**src/rtl/demux4_hs.sv**
```systemverilog
// 1-to-4 handshaked demultiplexer with a one-entry register per channel.
// Define DEMUX4_CNT_EN to add per-channel transfer counters on CNT_ALL.
module demux4_hs #(
  parameter int DATA_WIDTH = 8
`ifdef DEMUX4_CNT_EN
  ,
  parameter int CNT_WIDTH  = 8
`endif
) (
  input  logic                  CLK,
  input  logic                  RST,
  input  logic [DATA_WIDTH-1:0] IN,
  input  logic                  IN_VALID,
  output logic                  IN_READY,
  input  logic [1:0]            SEL,
  output logic [DATA_WIDTH-1:0] OUT0,
  output logic [DATA_WIDTH-1:0] OUT1,
  output logic [DATA_WIDTH-1:0] OUT2,
  output logic [DATA_WIDTH-1:0] OUT3,
  output logic                  OUT0_VALID,
  output logic                  OUT1_VALID,
  output logic                  OUT2_VALID,
  output logic                  OUT3_VALID,
  input  logic                  OUT0_READY,
  input  logic                  OUT1_READY,
  input  logic                  OUT2_READY,
  input  logic                  OUT3_READY
`ifdef DEMUX4_CNT_EN
  ,
  output logic [4*CNT_WIDTH-1:0] CNT_ALL
`endif
);

  typedef enum logic {
    EMPTY = 1'b0,
    FULL  = 1'b1
  } ch_state_e;

  ch_state_e             st_q   [4];
  ch_state_e             st_d   [4];
  logic [DATA_WIDTH-1:0] data_q [4];
  logic [DATA_WIDTH-1:0] data_d [4];

  logic [3:0] out_ready;
  logic [3:0] wr_en;
  logic [3:0] drain;
  logic       in_ready;

  assign out_ready = {OUT3_READY, OUT2_READY,
                      OUT1_READY, OUT0_READY};

  // Acceptance looks only at the selected channel; a draining
  // full channel still accepts, giving pass-through without a bubble.
  always_comb begin
    in_ready = ~RST & ((st_q[SEL] == EMPTY) | out_ready[SEL]);
    wr_en    = '0;
    for (int n = 0; n < 4; n++) begin
      wr_en[n] = IN_VALID & in_ready & (SEL == 2'(n));
    end
  end

  // A channel drains whenever it holds a word and its sink is ready.
  always_comb begin
    drain = '0;
    for (int n = 0; n < 4; n++) begin
      drain[n] = (st_q[n] == FULL) & out_ready[n];
    end
  end

  // Per-channel EMPTY/FULL next state; a write wins over a drain.
  always_comb begin
    for (int n = 0; n < 4; n++) begin
      st_d[n]   = st_q[n];
      data_d[n] = data_q[n];
      unique case (1'b1)
        wr_en[n]: begin
          st_d[n]   = FULL;
          data_d[n] = IN;
        end
        drain[n] & ~wr_en[n]: begin
          st_d[n] = EMPTY;
        end
        default: ;
      endcase
    end
  end

  // Channel registers; reset discards held words immediately.
  always_ff @(posedge CLK or posedge RST) begin
    if (RST) begin
      for (int n = 0; n < 4; n++) begin
        st_q[n]   <= EMPTY;
        data_q[n] <= '0;
      end
    end else begin
      for (int n = 0; n < 4; n++) begin
        st_q[n]   <= st_d[n];
        data_q[n] <= data_d[n];
      end
    end
  end

  assign IN_READY   = in_ready;
  assign OUT0       = data_q[0];
  assign OUT1       = data_q[1];
  assign OUT2       = data_q[2];
  assign OUT3       = data_q[3];
  assign OUT0_VALID = (st_q[0] == FULL);
  assign OUT1_VALID = (st_q[1] == FULL);
  assign OUT2_VALID = (st_q[2] == FULL);
  assign OUT3_VALID = (st_q[3] == FULL);

`ifdef DEMUX4_CNT_EN
  logic [CNT_WIDTH-1:0] cnt_q [4];
  logic [CNT_WIDTH-1:0] cnt_d [4];

  // Count transfers per channel; wraps naturally at 2^CNT_WIDTH.
  always_comb begin
    for (int n = 0; n < 4; n++) begin
      cnt_d[n] = cnt_q[n];
      if (wr_en[n]) begin
        cnt_d[n] = cnt_q[n] + CNT_WIDTH'(1);
      end
    end
  end

  // Counter registers, cleared only by reset.
  always_ff @(posedge CLK or posedge RST) begin
    if (RST) begin
      for (int n = 0; n < 4; n++) begin
        cnt_q[n] <= '0;
      end
    end else begin
      for (int n = 0; n < 4; n++) begin
        cnt_q[n] <= cnt_d[n];
      end
    end
  end

  // Pack the four counters, channel n at slice n.
  always_comb begin
    CNT_ALL = '0;
    for (int n = 0; n < 4; n++) begin
      CNT_ALL[n*CNT_WIDTH +: CNT_WIDTH] = cnt_q[n];
    end
  end
`endif

endmodule

```
**config.mk**
```make
export PLATFORM = sky130hd
export DESIGN_NAME = demux4_hs
export DESIGN_NICKNAME = d
export VERILOG_FILES = /design/src/rtl/demux4_hs.sv
export SDC_FILE = /design/constraint.sdc
export NUM_CORES = 1
export LEC_CHECK = 0
export BUFFER_PORTS_ARGS = -buffer_cell sky130_fd_sc_hd__buf_4
export CAP_MARGIN = 10
export CORE_ASPECT_RATIO = 2
export CORE_MARGIN = 2
export CORE_UTILIZATION = 28
export DETAILED_ROUTE_END_ITERATION = 8
export HOLD_SLACK_MARGIN = 0.02
export PLACE_DENSITY_LB_ADDON = 0.25
export SLEW_MARGIN = 10
export SYNTH_ARGS = -nofsm -noshare
export SYNTH_HDL_FRONTEND = slang
export SYNTH_SLANG_ARGS = --single-unit
```
**constraint.sdc**
```tcl
create_clock -name CLK -period 1.8 [get_ports CLK]
set_input_delay 0.18 -clock CLK [delete_from_list [all_inputs] [get_ports CLK]]
set_output_delay 0.18 -clock CLK [all_outputs]
set_load 0.1 [all_outputs]
```
==> results of run 1 <==
[where the power goes]
part           internal [W]  leakage (nW)  switching (W)
Clock              0.000312        0.0455       0.000257
Sequential         0.000978         0.432      0.0000935
Combinational      0.000378         0.498        0.00144
Total               0.00167         0.975        0.00179
[layout make-up]
cell class              count  area share, %
clock buffers               8           4.32
multi-input cells          51           27.3
inverters                   2          0.540
repair buffers             56           20.8
well taps                  58           3.48
flip-flops and latches     36           43.6
[cells by family (layout without fill, tap and decap cells)]
logic type,Yosys count,after routing
buffers and inverters,3,66
multiplexers,33,33
flip-flops,36,36
AO/OA/AOI/OAI,4,4
AND/OR/NAND/NOR,14,14
[worst max-delay path: stages, from the launching register on]
cell,delay [ns]
dfrtp_4,0.41
or4b_4,0.47
o311ai_4,0.11
a21oi_4,0.06
buf_12,0.18
[cells in the final DEF (no fill, tap or decap)]
cell | Yosys | routed
or4b_4 | 0 | 1
inv_1 | 2 | 1
nand4b_2 | 1 | 1
buf_12 | 0 | 1
o311ai_4 | 0 | 1
buf_4 | 0 | 55
nand2_2 | 1 | 1
nand2b_1 | 4 | 4
nand2b_4 | 1 | 1
dfrtp_2 | 0 | 3
o31ai_1 | 1 | 1
dfrtp_4 | 0 | 1
and2b_1 | 1 | 1
clkbuf_1 | 0 | 2
mux2i_1 | 1 | 1
nand4_2 | 1 | 1
a21oi_4 | 0 | 1
clkinvlp_4 | 0 | 1
o21ai_0 | 1 | 1
clkbuf_8 | 0 | 6
nand2_1 | 2 | 2
nor4b_4 | 1 | 1
dfrtp_1 | 36 | 32
nor3b_4 | 1 | 1
mux2_2 | 32 | 32
[stage by stage]
step           area, um^2  utilization, %  setup slack, ns
5_1_grt              2080            40.9           0.0719
3_3_place_gp         1960            38.5            0.198
2_1_floorplan        1480               -           0.0491
3_5_place_dp         1960            38.5            0.155
4_1_cts              2080            40.9           0.0962
6_report             2080            40.9            0.112
[per-layer routing]
metal  wire, um  share of wire, %
met4         67               2.1
met1       1150                35
met2       1900                58
met5          0                 0
met3        138               4.2
[final timing paths]
path | startpoint | to | slack (ns)
worst max-delay path | OUT0_VALID | IN_READY | 0.11
worst min-delay path | RST | OUT2_VALID | 0.08
worst min register to register | OUT3[2] | OUT3[2] | 0.51
max in group asynchronous | RST | OUT0_VALID | 1.37
min in group CLK | IN[5] | OUT1[5] | 0.15
worst max register to register | OUT0_VALID | OUT0[7] | 0.34
[timing repair]
action                     4_1_cts  5_1_grt
setup endpoints to repair        1        0
hold buffers                     0        0
hold endpoints to repair         0        0
gates resized for setup          6        0
[state kept, by name (all words and copies together), names as in the netlist]
name	cells
OUT1	8
OUT2_VALID	1
OUT1_VALID	1
OUT3_VALID	1
OUT0_VALID	1
OUT2	8
OUT0	8
OUT3	8
==> flow_metrics.tcl, run 1 <==
set metrics [dict create \
    cap_viol_max_count 0 \
    post_cts_buffers 0 \
    die-area_um2 5830 \
    hpwl_mm 2.51 \
    finalSetupViolations 0 \
    cts_buffers 5 \
    ant_nets 0 \
    clockBufferDepth 2 \
    max-slew-margin-rel_pct 69.9 \
    globalRouteMet1Util_pct 12.5 \
    grt_max_degree 37 \
    syn-num-nets 107 \
    grt_pass1_wl_mm 5.16 \
    critical_path.endpoint_type "output pin" \
    grt_util_met3_pct 2.11 \
    gp_congestion 0.657 \
    core_um2 5090 \
    r2r_cells 4 \
    area_delta_synth_final_pct 43.1 \
    ctsHtreeMaxLevel 2 \
    vias 949 \
    async_reset_ff_share_pct 100 \
    fill_cells 494 \
    die_h_um 106 \
    critPathKind "reg -> out" \
    synth_edf_count 0 \
    drt_iter0_markers 4 \
    min_path_type "in -> async" \
    grt_use_total_pct 12.2 \
    max_slew.worst_pin.slew_ns 0.451 \
    layout-drive-gt1-share_pct 70.6 \
    grt_remaining_overflow 0 \
    fmax_mhz 592 \
    diodes 0 \
    dp_cells 203 \
    synth_compound_area_share_pct 1.80 \
    synth_area_um2 1460 \
    antenna_found_initial 0 \
    routed_wl_mm 3.26 \
    ys.warnings.count 0 \
    synthTopCellsByCount "dfrtp_1 (36), mux2_2 (32), nand2b_1 (4)" \
    finalPower_w 0.00346 \
    avgViaCountPerCell 4.50 \
    cp.arrival_ns 1.51 \
    drc_errors 0 \
    synth.area.top_cells "dfrtp_1 (62%), mux2_2 (25%), nand2b_1 (1.7%)" \
    syn_area_per_cell_um2 16.2 \
    hold_ws_ns 0.0826 \
    wl_per_cell_um 15.4 \
    vdd_drop_max_uv 1040 \
    clk_latency_ns 0.27 \
    tritoncts "done" \
    ys_ff_latch 36 \
    seqCellArea_um2 908 \
    fin_cells 211 \
    grt_pass1_vias 1051 \
    ys.flop_type "dfrtp_1" \
    cp.required_ns 1.62 \
    rows 37 \
    initial_utilization_pct 28.6 \
    synthMuxAreaShare_pct 25.4 \
    synth.most_common_cell "dfrtp_1" \
    cts_sinks 36 \
    synthAdderAreaFrac_pct 0 \
    synth_top_family_by_area "multiplexers" \
    clock-root-buffer "clkbuf_8" \
    met2_usage_pct 22.4 \
    synth_xor_area_share_pct 0 \
    maxSlewViolCount 0 \
    io_buffers 53 \
    busiest_layer "met2" \
    clk_pin_slew_ns 0.07 \
    layout_min_cycle_time_ns 1.69 \
    rsz0062_at_grt "false" \
    syn_inst 90 \
    ios 54 \
    synth_top_area_share_pct 61.9 \
    synth_seq_area_share_pct 61.9 \
    tns_ns 0 \
    synth_simple_gate_area_share_pct 9.62 \
    final-hold-violation-count 0 \
    run_status "finished clean" \
    die_width_um 55.0 \
    startpoint_type "flop" \
    dr.pass1.iters 2 \
    p_leak_nw 0.975 \
    min_period_over_period_pct 93.8 \
    fin_nets 169 \
    synth.distinct_cells 19 \
    worstPathMaxFanout 3 \
    multiInputGateArea_um2 569 \
    yosys.area.top_type "dfrtp_1" \
    power.density_nw_per_um2 1660 \
    finClkSkew_ns 0.00280 \
]
(Power assumes the default switching activity.)
==> run 2: changes to the inputs <==
--- a/config.mk
+++ b/config.mk
@@ -7,7 +7,7 @@
 export LEC_CHECK = 0
 export BUFFER_PORTS_ARGS = -buffer_cell sky130_fd_sc_hd__buf_4
 export CAP_MARGIN = 10
-export CORE_ASPECT_RATIO = 2
+export CORE_ASPECT_RATIO = 0.75
 export CORE_MARGIN = 2
 export CORE_UTILIZATION = 28
 export DETAILED_ROUTE_END_ITERATION = 8
==> flow_metrics.tcl, run 2 (same netlist as run 1, synthesis figures left out) <==
set metrics [dict create \
    run_status "finished clean" \
    pwr-share-comb_pct 52.0 \
    max_slew.worst_pin.slew_ns 0.453 \
    p_leak_nw 0.981 \
    power.density_nw_per_um2 1660 \
    cts_buffers 5 \
    dr.pass1.iters 4 \
    tns_ns 0 \
    fmax_mhz 590 \
    vias 965 \
    clk_latency_ns 0.28 \
    tritoncts "done" \
    grt_max_degree 37 \
    final_cell_mix "buf_4 (55), dfrtp_1 (32), mux2_2 (32)" \
    fill_cells 483 \
    wl_per_cell_um 15.4 \
    grt_pass1_wl_mm 5.34 \
    seqCellArea_um2 908 \
    layout_min_cycle_time_ns 1.69 \
    drc_errors 0 \
    ios 54 \
    critPathKind "reg -> out" \
    finalSetupViolations 0 \
    final_common_cell "buf_4" \
    io_buffers 53 \
    max-slew-margin-rel_pct 69.8 \
    gp_congestion 0.734 \
    cap_viol_max_count 0 \
    seqPwrFrac_pct 30.7 \
    final-hold-violation-count 0 \
    cp.arrival_ns 1.51 \
    cts_sinks 36 \
    die-area_um2 5800 \
    cp.required_ns 1.62 \
    min_path_type "in -> async" \
    grt_remaining_overflow 0 \
    initial_utilization_pct 29.4 \
    maxSlewViolCount 0 \
    min_period_over_period_pct 94.1 \
    final_core_utilization_pct 42.3 \
    switching_share_pct 51.1 \
    startpoint_type "flop" \
    diodes 0 \
    finClkSkew_ns 0.00436 \
    pwr-share-clk_pct 17.3 \
    vdd_drop_max_uv 743 \
    rrSetupSlack_ns 0.29 \
    multiInputGateArea_um2 569 \
    hold_ws_ns 0.0912 \
    grt_use_total_pct 12.6 \
    clockBufferDepth 2 \
    rsz0062_at_grt "false" \
    die_h_um 66.5 \
    clk_pin_slew_ns 0.07 \
    grt_pass1_vias 988 \
    ctsHtreeMaxLevel 2 \
    hpwl_mm 2.31 \
    hold_buffers 0 \
    routed_wl_mm 3.27 \
    switching_power_w 0.00178 \
    antenna_found_initial 0 \
    ant_nets 0 \
    drt_iter0_markers 18 \
    p_int_w 0.00170 \
    rows 22 \
    avgViaCountPerCell 4.53 \
    core_um2 4950 \
    die_width_um 87.3 \
    area_delta_synth_final_pct 44.0 \
    worstPathMaxFanout 3 \
    critical_path.endpoint_type "output pin" \
    layout-drive-gt1-share_pct 71.2 \
    clock-root-buffer "clkbuf_8" \
    fin_nets 169 \
]
run 2: cell counts in the layout (fill, tap and decap cells not counted):
Identical to the previous run, type by type.
run 2: timing repair:
item | 4_1_cts | 5_1_grt
setup buffers | 0 | 0
gates resized for setup | 6 | 0
endpoints found under the setup margin | 1 | 0
run 2: area by class of cell:
class,count,share of cell area [%]
Sequential cell,36,43.3
Inverter,2,0.537
Clock buffer,8,4.77
Multi-Input combinational cell,51,27.1
Timing Repair Buffer,56,20.6
Tap cell,60,3.58
run 2: worst paths after layout:
kind                       cells past startpoint    endpoint  startpoint
hold / removal                                 3     OUT1[7]         RST
max in group asynchronous                      3  OUT0_VALID         RST
setup / recovery                               4    IN_READY  OUT0_VALID
hold reg to reg                                1     OUT2[6]     OUT2[6]
min in group CLK                               2     OUT1[2]       IN[2]
setup reg to reg                               3     OUT2[5]  OUT2_VALID
run 2: power by group through the flow:
stage | clock network [W] | registers (W) | logic, W
floorplan | 0 | 0.00231 | 0.000206
global placement | 0 | 0.00108 | 0.00180
detailed placement | 0 | 0.00108 | 0.00182
CTS | 0.000638 | 0.00107 | 0.00183
global route | 0.000688 | 0.00109 | 0.00186
finish | 0.000603 | 0.00107 | 0.00181
run 2: stage by stage:
stage	worst slack [ns]	cell area, um^2	cells	power (W)
finish	0.106	2100	213	0.00349
global route	0.0609	2100	213	0.00364
CTS	0.0888	2100	213	0.00354
detailed placement	0.153	1960	205	0.00290
global placement	0.197	1960	205	0.00288
floorplan	0.0491	1480	90	0.00251
run 2: per-layer routing:
metal | vias to the layer above | GRT usage (%) | wire [um]
li1 | 446 | - | -
met1 | 483 | 17.2 | 1550
met2 | 31 | 18.8 | 1510
met3 | 5 | 3.97 | 186
met4 | 0 | 4.04 | 31
met5 | - | 0 | 0
run 2: worst max-delay path, stage by stage (launching register included):
cell and delay [ns]:
dfrtp_4 0.41, or4b_4 0.47, o311ai_4 0.11, a21oi_4 0.06
buf_12 0.18
